`config.mk`:
```
export PLATFORM = sky130hd
export DESIGN_NAME = dual_cam_line_arbiter
export DESIGN_NICKNAME = d
export VERILOG_FILES = /design/src/rtl/cam_pkg.sv /design/src/rtl/cam_sof_aligner.sv /design/src/rtl/dual_cam_line_arbiter.sv
export SDC_FILE = /design/constraint.sdc
export NUM_CORES = 1
export LEC_CHECK = 0
export ABC_AREA = 1
export ABC_CLOCK_PERIOD_IN_PS = 1700
export CORE_UTILIZATION = 51
export CTS_BUF_LIST = sky130_fd_sc_hd__clkbuf_8
export CTS_CLUSTER_DIAMETER = 30
export DETAILED_ROUTE_END_ITERATION = 8
export GPL_ROUTABILITY_DRIVEN = 0
export PLACE_DENSITY = 0.79
export SETUP_SLACK_MARGIN = 0.1
export SLEW_MARGIN = 0
export SYNTH_ARGS = -nofsm -noshare
export SYNTH_HDL_FRONTEND = slang
export SYNTH_HIERARCHICAL = 1
export SYNTH_SLANG_ARGS = --single-unit
```
`constraint.sdc`:
```
create_clock -name clk -period 1.7 [get_ports clk]
set_input_delay 0.34 -clock clk [delete_from_list [all_inputs] [get_ports clk]]
set_output_delay 0.34 -clock clk [all_outputs]
set_load 0.005 [all_outputs]
```
`src/rtl/cam_pkg.sv`:
```
// Shared types and header formatting for the dual camera line arbiter.
package cam_pkg;

    localparam int unsigned LINE_CNT_W    = 12;
    localparam int unsigned HDR_SEL_BIT   = 7;
    localparam int unsigned HDR_FIRST_BIT = 6;
    localparam int unsigned HDR_LINE_HI_W = 4;

    typedef enum logic [2:0] {
        ST_IDLE,
        ST_ALIGN,
        ST_HDR0,
        ST_HDR1,
        ST_HDR2,
        ST_HDR3,
        ST_PIX,
        ST_NEXT
    } arb_state_t;

    // Header byte idx of a line: sync, flags/line-high, line-low, check byte.
    function automatic logic [7:0] hdr_byte(
        input logic [1:0]            idx,
        input logic                  sel,
        input logic [LINE_CNT_W-1:0] line,
        input logic [7:0]            sync_byte,
        input logic [7:0]            pix_lo
    );
        logic [7:0] b;
        b = '0;
        case (idx)
            2'd0: b = sync_byte;
            2'd1: begin
                b[HDR_SEL_BIT]          = sel;
                b[HDR_FIRST_BIT]        = (line == '0);
                b[HDR_LINE_HI_W-1:0]    = line[LINE_CNT_W-1 -: HDR_LINE_HI_W];
            end
            2'd2: b = line[7:0];
            default: b = pix_lo ^ {7'b0, sel};
        endcase
        return b;
    endfunction

endpackage

```
`src/rtl/cam_sof_aligner.sv`:
```
// Per-camera start-of-frame alignment: drops bytes until SOF, then holds SOF.
module cam_sof_aligner (
    input  logic clk,
    input  logic rst,
    input  logic active,
    input  logic valid,
    input  logic sof,
    output logic ready,
    output logic sync
);

    // Sync flag is set by a valid SOF while aligning and cleared outside ALIGN.
    always_ff @(posedge clk) begin
        if (rst || !active) begin
            sync <= 1'b0;
        end else if (valid && sof) begin
            sync <= 1'b1;
        end
    end

    // Consume junk bytes; never consume the SOF byte so it starts the first line.
    always_comb begin
        ready = active && !sync && !(valid && sof);
    end

endmodule

```
`src/rtl/dual_cam_line_arbiter.sv`:
```
// Interleaves whole lines of two camera streams onto one byte stream,
// prefixing each line with a 4-byte header.
import cam_pkg::*;

module dual_cam_line_arbiter #(
    parameter int unsigned LINE_PIXELS = 640,
    parameter int unsigned FRAME_LINES = 480,
    parameter logic [7:0]  SYNC_BYTE   = 8'hA5
) (
    input  logic       clk,
    input  logic       rst,
    input  logic       stream_en,
    output logic       start_stream,
    input  logic [7:0] cam0_pixel,
    input  logic       cam0_valid,
    input  logic       cam0_sof,
    output logic       cam0_ready,
    input  logic [7:0] cam1_pixel,
    input  logic       cam1_valid,
    input  logic       cam1_sof,
    output logic       cam1_ready,
    output logic [7:0] out_data,
    output logic       out_valid,
    input  logic       out_ready,
    output logic       out_last,
    output logic       busy
);

    localparam logic [LINE_CNT_W-1:0] LAST_PIX  = LINE_CNT_W'(LINE_PIXELS - 1);
    localparam logic [LINE_CNT_W-1:0] LAST_LINE = LINE_CNT_W'(FRAME_LINES - 1);
    localparam logic [7:0]            PIX_LO    = 8'(LINE_PIXELS);

    arb_state_t            state;
    logic                  sel;
    logic [LINE_CNT_W-1:0] line_cnt;
    logic [LINE_CNT_W-1:0] pix_cnt;
    logic                  resync;

    logic                  aligning;
    logic                  sync0;
    logic                  sync1;
    logic                  al_ready0;
    logic                  al_ready1;

    logic [7:0]            sel_pixel;
    logic                  sel_valid;
    logic                  sel_sof;
    logic                  xfer;
    logic                  sof_mid;

    assign aligning = (state == ST_ALIGN);

    cam_sof_aligner u_align0 (
        .clk    (clk),
        .rst    (rst),
        .active (aligning),
        .valid  (cam0_valid),
        .sof    (cam0_sof),
        .ready  (al_ready0),
        .sync   (sync0)
    );

    cam_sof_aligner u_align1 (
        .clk    (clk),
        .rst    (rst),
        .active (aligning),
        .valid  (cam1_valid),
        .sof    (cam1_sof),
        .ready  (al_ready1),
        .sync   (sync1)
    );

    // Selected-camera view used by the pixel pass-through.
    always_comb begin
        sel_pixel = sel ? cam1_pixel : cam0_pixel;
        sel_valid = sel ? cam1_valid : cam0_valid;
        sel_sof   = sel ? cam1_sof   : cam0_sof;
        xfer      = out_valid && out_ready;
        sof_mid   = sel_sof && ((pix_cnt != '0) || (line_cnt != '0));
    end

    // Output mux: headers from state, pixels passed straight through in PIX.
    always_comb begin
        out_data     = '0;
        out_valid    = 1'b0;
        out_last     = 1'b0;
        cam0_ready   = 1'b0;
        cam1_ready   = 1'b0;
        start_stream = (state != ST_IDLE);
        busy         = (state != ST_IDLE);
        case (state)
            ST_ALIGN: begin
                cam0_ready = al_ready0;
                cam1_ready = al_ready1;
            end
            ST_HDR0: begin
                out_valid = 1'b1;
                out_data  = hdr_byte(2'd0, sel, line_cnt, SYNC_BYTE, PIX_LO);
            end
            ST_HDR1: begin
                out_valid = 1'b1;
                out_data  = hdr_byte(2'd1, sel, line_cnt, SYNC_BYTE, PIX_LO);
            end
            ST_HDR2: begin
                out_valid = 1'b1;
                out_data  = hdr_byte(2'd2, sel, line_cnt, SYNC_BYTE, PIX_LO);
            end
            ST_HDR3: begin
                out_valid = 1'b1;
                out_data  = hdr_byte(2'd3, sel, line_cnt, SYNC_BYTE, PIX_LO);
            end
            ST_PIX: begin
                out_data  = sel_pixel;
                out_valid = sel_valid;
                out_last  = sel_valid && sel && (line_cnt == LAST_LINE) && (pix_cnt == LAST_PIX);
                if (sel) begin
                    cam1_ready = out_ready;
                end else begin
                    cam0_ready = out_ready;
                end
            end
            default: ;
        endcase
    end

    // Arbiter FSM with line/pixel counters and camera select.
    always_ff @(posedge clk) begin
        if (rst) begin
            state    <= ST_IDLE;
            sel      <= 1'b0;
            line_cnt <= '0;
            pix_cnt  <= '0;
            resync   <= 1'b0;
        end else begin
            case (state)
                ST_IDLE: begin
                    if (stream_en) begin
                        state    <= ST_ALIGN;
                        sel      <= 1'b0;
                        line_cnt <= '0;
                        pix_cnt  <= '0;
                        resync   <= 1'b0;
                    end
                end
                ST_ALIGN: begin
                    if (!stream_en) begin
                        state <= ST_IDLE;
                    end else if (sync0 && sync1) begin
                        state   <= ST_HDR0;
                        sel     <= 1'b0;
                        pix_cnt <= '0;
                    end
                end
                ST_HDR0: if (out_ready) state <= ST_HDR1;
                ST_HDR1: if (out_ready) state <= ST_HDR2;
                ST_HDR2: if (out_ready) state <= ST_HDR3;
                ST_HDR3: begin
                    if (out_ready) begin
                        state   <= ST_PIX;
                        pix_cnt <= '0;
                    end
                end
                ST_PIX: begin
                    if (xfer) begin
                        pix_cnt <= pix_cnt + 1'b1;
                        // A stray SOF on the final byte still forces re-alignment.
                        if (pix_cnt == LAST_PIX) begin
                            if (resync || sof_mid) begin
                                state    <= ST_ALIGN;
                                sel      <= 1'b0;
                                line_cnt <= '0;
                                resync   <= 1'b0;
                            end else begin
                                state <= ST_NEXT;
                            end
                        end else if (sof_mid) begin
                            resync <= 1'b1;
                        end
                    end
                end
                ST_NEXT: begin
                    if (!stream_en) begin
                        state    <= ST_IDLE;
                        sel      <= 1'b0;
                        line_cnt <= '0;
                    end else if (!sel) begin
                        sel   <= 1'b1;
                        state <= ST_HDR0;
                    end else if (line_cnt != LAST_LINE) begin
                        sel      <= 1'b0;
                        line_cnt <= line_cnt + 1'b1;
                        state    <= ST_HDR0;
                    end else begin
                        sel      <= 1'b0;
                        line_cnt <= '0;
                        state    <= ST_ALIGN;
                    end
                end
                default: state <= ST_IDLE;
            endcase
        end
    end

endmodule
```
==> impl_metrics.env, run 1 <==
export IMPL_outcome="stopped before the end"
export IMPL_failed_stage="5_1_grt"
export IMPL_firstError="[ERROR GRT-0116] Global routing finished with congestion. Check the congestion regions in the DRC Viewer."
export IMPL_grt_pass1_wl_um=29100
export IMPL_synth_area_leader_cell="dfxtp_1"
export IMPL_clockBufferDepth=2
export IMPL_place_hpwl_um=6810
export IMPL_root_buffer="clkbuf_8"
export IMPL_grt_ovfl_total=1
export IMPL_grt_max_degree=16
export IMPL_cts_buffers=5
export IMPL_cts_sinks=31
export IMPL_syn_area_mm2=0.00257
export IMPL_die_w_um=73.0
export IMPL_ys_top_cells_by_area="dfxtp_1, nand2_1, nor2_1"
export IMPL_ys_types=33
export IMPL_die_h_um=73.0
export IMPL_yosysTopAreaCellShare_pct=24.1
export IMPL_syn_num_nets=473
export IMPL_syn_mean_instance_area_um2=5.82
export IMPL_pin_count=38
export IMPL_ys_flop_type="dfxtp_1"
export IMPL_portBuffers=37
export IMPL_async_reset_ff_share_pct=0
export IMPL_start_util_pct=53.7
export IMPL_grt_util_all_layers_pct=73.3
export IMPL_synth_edf_count=0
export IMPL_core_rowCount=25
export IMPL_synth_seq_cells=31
export IMPL_yosys_warnings=6
export IMPL_grt_pass1_vias=5178
export IMPL_yosysSeqAreaShare_pct=24.1
export IMPL_pre_cts_ws_ns=-0.441
export IMPL_cts_max_level=2
export IMPL_syn_instance_count=442
cells by family after synthesis:
kind of cell | Yosys count | synth area share [%]
compound gates | 51 | 12.0
xor+xnor | 1 | 0.341
fa+ha+maj | 7 | 3.41
buf+inv | 58 | 9.49
flops | 31 | 24.1
simple gates | 294 | 50.7
metrics by stage:
step / cells / hold slack [ns] / utilization [%] / TNS, ns / cell area, um^2
after floorplan: 442 / 0.445 / - / 0 / 2600
after global placement: 629 / 0.458 / 77.6 / -9.21 / 3710
after detailed placement: 629 / 0.471 / 77.6 / -11.45 / 3710
after CTS: 662 / 0.482 / 96.7 / -2.89 / 4630
cell usage after synthesis (2+ instances only):
| cell | number |
|---|---|
| nor2_4 | 2 |
| buf_4 | 2 |
| nor2_1 | 64 |
| ha_1 | 7 |
| nand2_2 | 4 |
| a21oi_2 | 3 |
| buf_2 | 3 |
| o221ai_1 | 4 |
| clkbuf_1 | 6 |
| nand4_1 | 15 |
| inv_2 | 2 |
| inv_1 | 42 |
| nand2_1 | 146 |
| o21ai_0 | 9 |
| nor3_1 | 10 |
| a32o_1 | 2 |
| dfxtp_1 | 31 |
| or2_2 | 3 |
| o211ai_1 | 2 |
| nand3_1 | 40 |
| nand3_2 | 6 |
| buf_6 | 2 |
| a21oi_1 | 27 |
repair_timing:
action / CTS
hold buffers: 0
endpoints found under the setup margin: 43
gates resized for setup: 228
pin swaps: 74
gates cloned: 4
setup buffers: 23
per-layer routing:
layer  GRT usage [%]  overflow
met2            91.9         0
met3            56.8         0
met1            72.4         0
met4            75.6         1
met5            10.1         0
==> run 2, diff against run 1 <==
--- a/config.mk
+++ b/config.mk
@@ -6,14 +6,11 @@
 export NUM_CORES = 1
 export LEC_CHECK = 0
 export ABC_AREA = 1
-export ABC_CLOCK_PERIOD_IN_PS = 1700
-export CORE_UTILIZATION = 51
-export CTS_BUF_LIST = sky130_fd_sc_hd__clkbuf_8
-export CTS_CLUSTER_DIAMETER = 30
+export ABC_CLOCK_PERIOD_IN_PS = 2200
+export CORE_UTILIZATION = 40
 export DETAILED_ROUTE_END_ITERATION = 8
 export GPL_ROUTABILITY_DRIVEN = 0
-export PLACE_DENSITY = 0.79
-export SETUP_SLACK_MARGIN = 0.1
+export PLACE_DENSITY_LB_ADDON = 0.15
 export SLEW_MARGIN = 0
 export SYNTH_ARGS = -nofsm -noshare
 export SYNTH_HDL_FRONTEND = slang
==> constraint.sdc (replaced) <==
create_clock -name clk -period 2.2 [get_ports clk]
set_input_delay 0.44 -clock clk [delete_from_list [all_inputs] [get_ports clk]]
set_output_delay 0.44 -clock clk [all_outputs]
set_load 0.005 [all_outputs]
==> run 2 against run 1 <==
  * The run now ends clean
  * Synthesized cell count unchanged
  * Area after synthesis unchanged
==> impl_metrics.env, run 2 <==
export IMPL_netlist_top_cells_count="nand2_1, nor2_1, inv_1"
export IMPL_nets=561
export IMPL_routed_wl_um=7980
export IMPL_drt_iter0_markers=194
export IMPL_grt_pass1_wl_um=12900
export IMPL_slew_viol_final=0
export IMPL_die_w_um=82.2
export IMPL_setup_violations=0
export IMPL_grt_ovfl_total=0
export IMPL_dieArea_mm2=0.00675
export IMPL_ant_nets=0
export IMPL_ys_top_cells_by_area="dfxtp_1, nand2_1, nor2_1"
export IMPL_min_path_type="reg -> reg"
export IMPL_largestRegisters="line_cnt x12, pix_cnt x12, state x3"
export IMPL_critPathLaunchType="flip-flop"
export IMPL_clk_pin_slew_ns=0.07
export IMPL_cts_max_level=2
export IMPL_clock_latency_ns=0.29
export IMPL_pre_cts_ws_ns=-0.0478
export IMPL_viasPerCell=5.23
export IMPL_yosys_warnings=6
export IMPL_cts_buffers=5
export IMPL_worst_setup_path_end_kind="primary output"
export IMPL_crit_arrival_ns=1.67
export IMPL_timing_final_crit_period_ns=2.11
export IMPL_crit_path_max_fanout=5
export IMPL_fin_hold_ws_ns=0.468
export IMPL_antenna_found_initial=0
export IMPL_final_period_utilization_pct=96.1
export IMPL_die_h_um=82.2
export IMPL_yosysMostFrequentCell="nand2_1"
export IMPL_worstPathRequired_ns=1.76
export IMPL_synth_edf_count=0
export IMPL_ys_types=33
export IMPL_yosysSeqAreaShare_pct=24.1
export IMPL_tightest_slew_ns=0.510
export IMPL_max_freq_mhz=473
export IMPL_setup_slack_ns=0.0851
export IMPL_syn_instance_count=442
export IMPL_area_growth_pct=38.7
export IMPL_fp_coreArea_mm2=0.00606
export IMPL_cp_slowest_stage_delay_ns=0.34
export IMPL_finalInstanceArea_mm2=0.00357
export IMPL_core_rowCount=28
export IMPL_grt_pass1_vias=2833
export IMPL_grt_util_all_layers_pct=25.1
export IMPL_cts_tree="yes"
export IMPL_ir_worst_vdd_mv=0.284
export IMPL_synth_seq_cells=31
export IMPL_antenna_diode_count=0
export IMPL_start_util_pct=42.4
export IMPL_power_leakage_nw=1.63
export IMPL_syn_mean_instance_area_um2=5.82
export IMPL_drc=0
export IMPL_drive_gt1_share_pct=20.7
export IMPL_skew_ns=0.00847
export IMPL_dr_pass1_iters=5
export IMPL_hold_violations=0
export IMPL_portBuffers=37
export IMPL_dpl_cell_area_mm2=0.00329
export IMPL_critical_path_class="reg -> out"
export IMPL_synth_area_leader_cell="dfxtp_1"
export IMPL_grt_max_degree=18
export IMPL_cts_sinks=31
export IMPL_clockBufferDepth=2
export IMPL_ys_flop_type="dfxtp_1"
export IMPL_cpMaxStageDelayCell="dfxtp_2"
export IMPL_async_reset_ff_share_pct=0
export IMPL_cp_common_cell="buf_4"
export IMPL_worstHoldPathCells=2
export IMPL_wl_per_cell_um=13.2
export IMPL_syn_area_mm2=0.00257
export IMPL_final_common_cell="nand2_1"
export IMPL_timing_setup_tns_ns=0
export IMPL_pin_count=38
export IMPL_layout_common_cells="nand2_1, nor2_1, buf_4, inv_1, nand3_1"
export IMPL_ff2ff_path_depth=13
export IMPL_outcome="completed"
export IMPL_root_buffer="clkbuf_8"
export IMPL_cp_cell_sequence="buf_6 -> nand2_2 -> nor2_4 -> buf_4 -> buf_4 -> a21oi_1 -> o221ai_1 -> dlygate4sd2_1"
export IMPL_yosysTopAreaCellShare_pct=24.1
export IMPL_max_slew_margin_rel_pct=65.8
export IMPL_p_per_area_mw_per_mm2=506
export IMPL_maxCapViolations=0
export IMPL_vias=3168
export IMPL_syn_num_nets=473
export IMPL_place_hpwl_um=6060
-- run 2: cell counts after synthesis --
Identical to the previous run, type by type.
-- run 2: layout make-up --
cell class              instances  area [um^2]
multi-input cells             353         1760
well taps                      75         93.8
fillers                       608         2490
flip-flops and latches         31          629
inverters                      44          168
clock inverters                 2         35.0
clock buffers                   6         82.6
repair buffers                 95          800
-- run 2: logic make-up (layout without fill, tap and decap cells) --
| kind of cell | Yosys count | after routing | synth area share, % |
|---|---|---|---|
| adders and majority gates | 7 | 7 | 3.41 |
| DFF | 31 | 31 | 24.1 |
| buffers and inverters | 58 | 147 | 9.49 |
| xor gates and xnor gates | 1 | 1 | 0.341 |
| AOI/OAI and AO/OA | 51 | 51 | 12.0 |
| and+or+nand+nor | 294 | 294 | 50.7 |
-- run 2: worst max-delay path, delay by kind of cell, from the launching register on --
kind	cells	cell delay [ns]
AO/OA/AOI/OAI	2	0.24
buffers and inverters	4	0.68
flip-flops	1	0.34
AND/OR/NAND/NOR	2	0.13
-- run 2: report_power, final --
part           total, mW  leakage [nW]  switching (mW)  internal, mW
clock network      0.600        0.0612           0.233         0.366
registers          0.619         0.254          0.0264         0.593
logic              0.584          1.32           0.328         0.257
-- run 2: stage by stage --
step | std cells | total power [mW] | util, %
final | 606 | 1.80 | 58.8
after global routing | 606 | 1.92 | 58.8
after CTS | 597 | 1.80 | 57.1
after detailed placement | 585 | 1.18 | 54.4
after global placement | 585 | 1.18 | 54.4
after floorplan | 442 | 0.972 | -
-- run 2: path summary, 6_finish.rpt --
path | startpoint | to | slack [ns]
setup / recovery | state[1]$_SDFFE_PP0P_ | out_data[7] | 0.09
setup reg to reg | line_cnt[0]$_SDFFE_PP0P_ | line_cnt[10]$_SDFFE_PP0P_ | 0.28
hold reg to reg | u_align0/sync$_SDFFE_PP0P_ | u_align0/sync$_SDFFE_PP0P_ | 0.47
hold / removal | u_align0/sync$_SDFFE_PP0P_ | u_align0/sync$_SDFFE_PP0P_ | 0.47
-- run 2: repair_timing --
item	4_1_cts	5_1_grt
endpoints found under the setup margin	12	6
resized for setup	23	19
hold buffers	0	0
cloned	0	0
pin swaps	2	5
buffers inserted	4	9
-- run 2: layer usage --
metal | GRT usage, % | routed length, um | vias up | share of wire (%)
met5 | 0 | 0 | - | 0
met4 | 10.5 | 159 | 0 | 2.0
met3 | 3.96 | 552 | 13 | 6.9
met2 | 41.2 | 3650 | 114 | 46
met1 | 32.4 | 3610 | 1425 | 45
li1 | - | - | 1616 | -
Note: power is estimated with default switching activity, not from simulation.
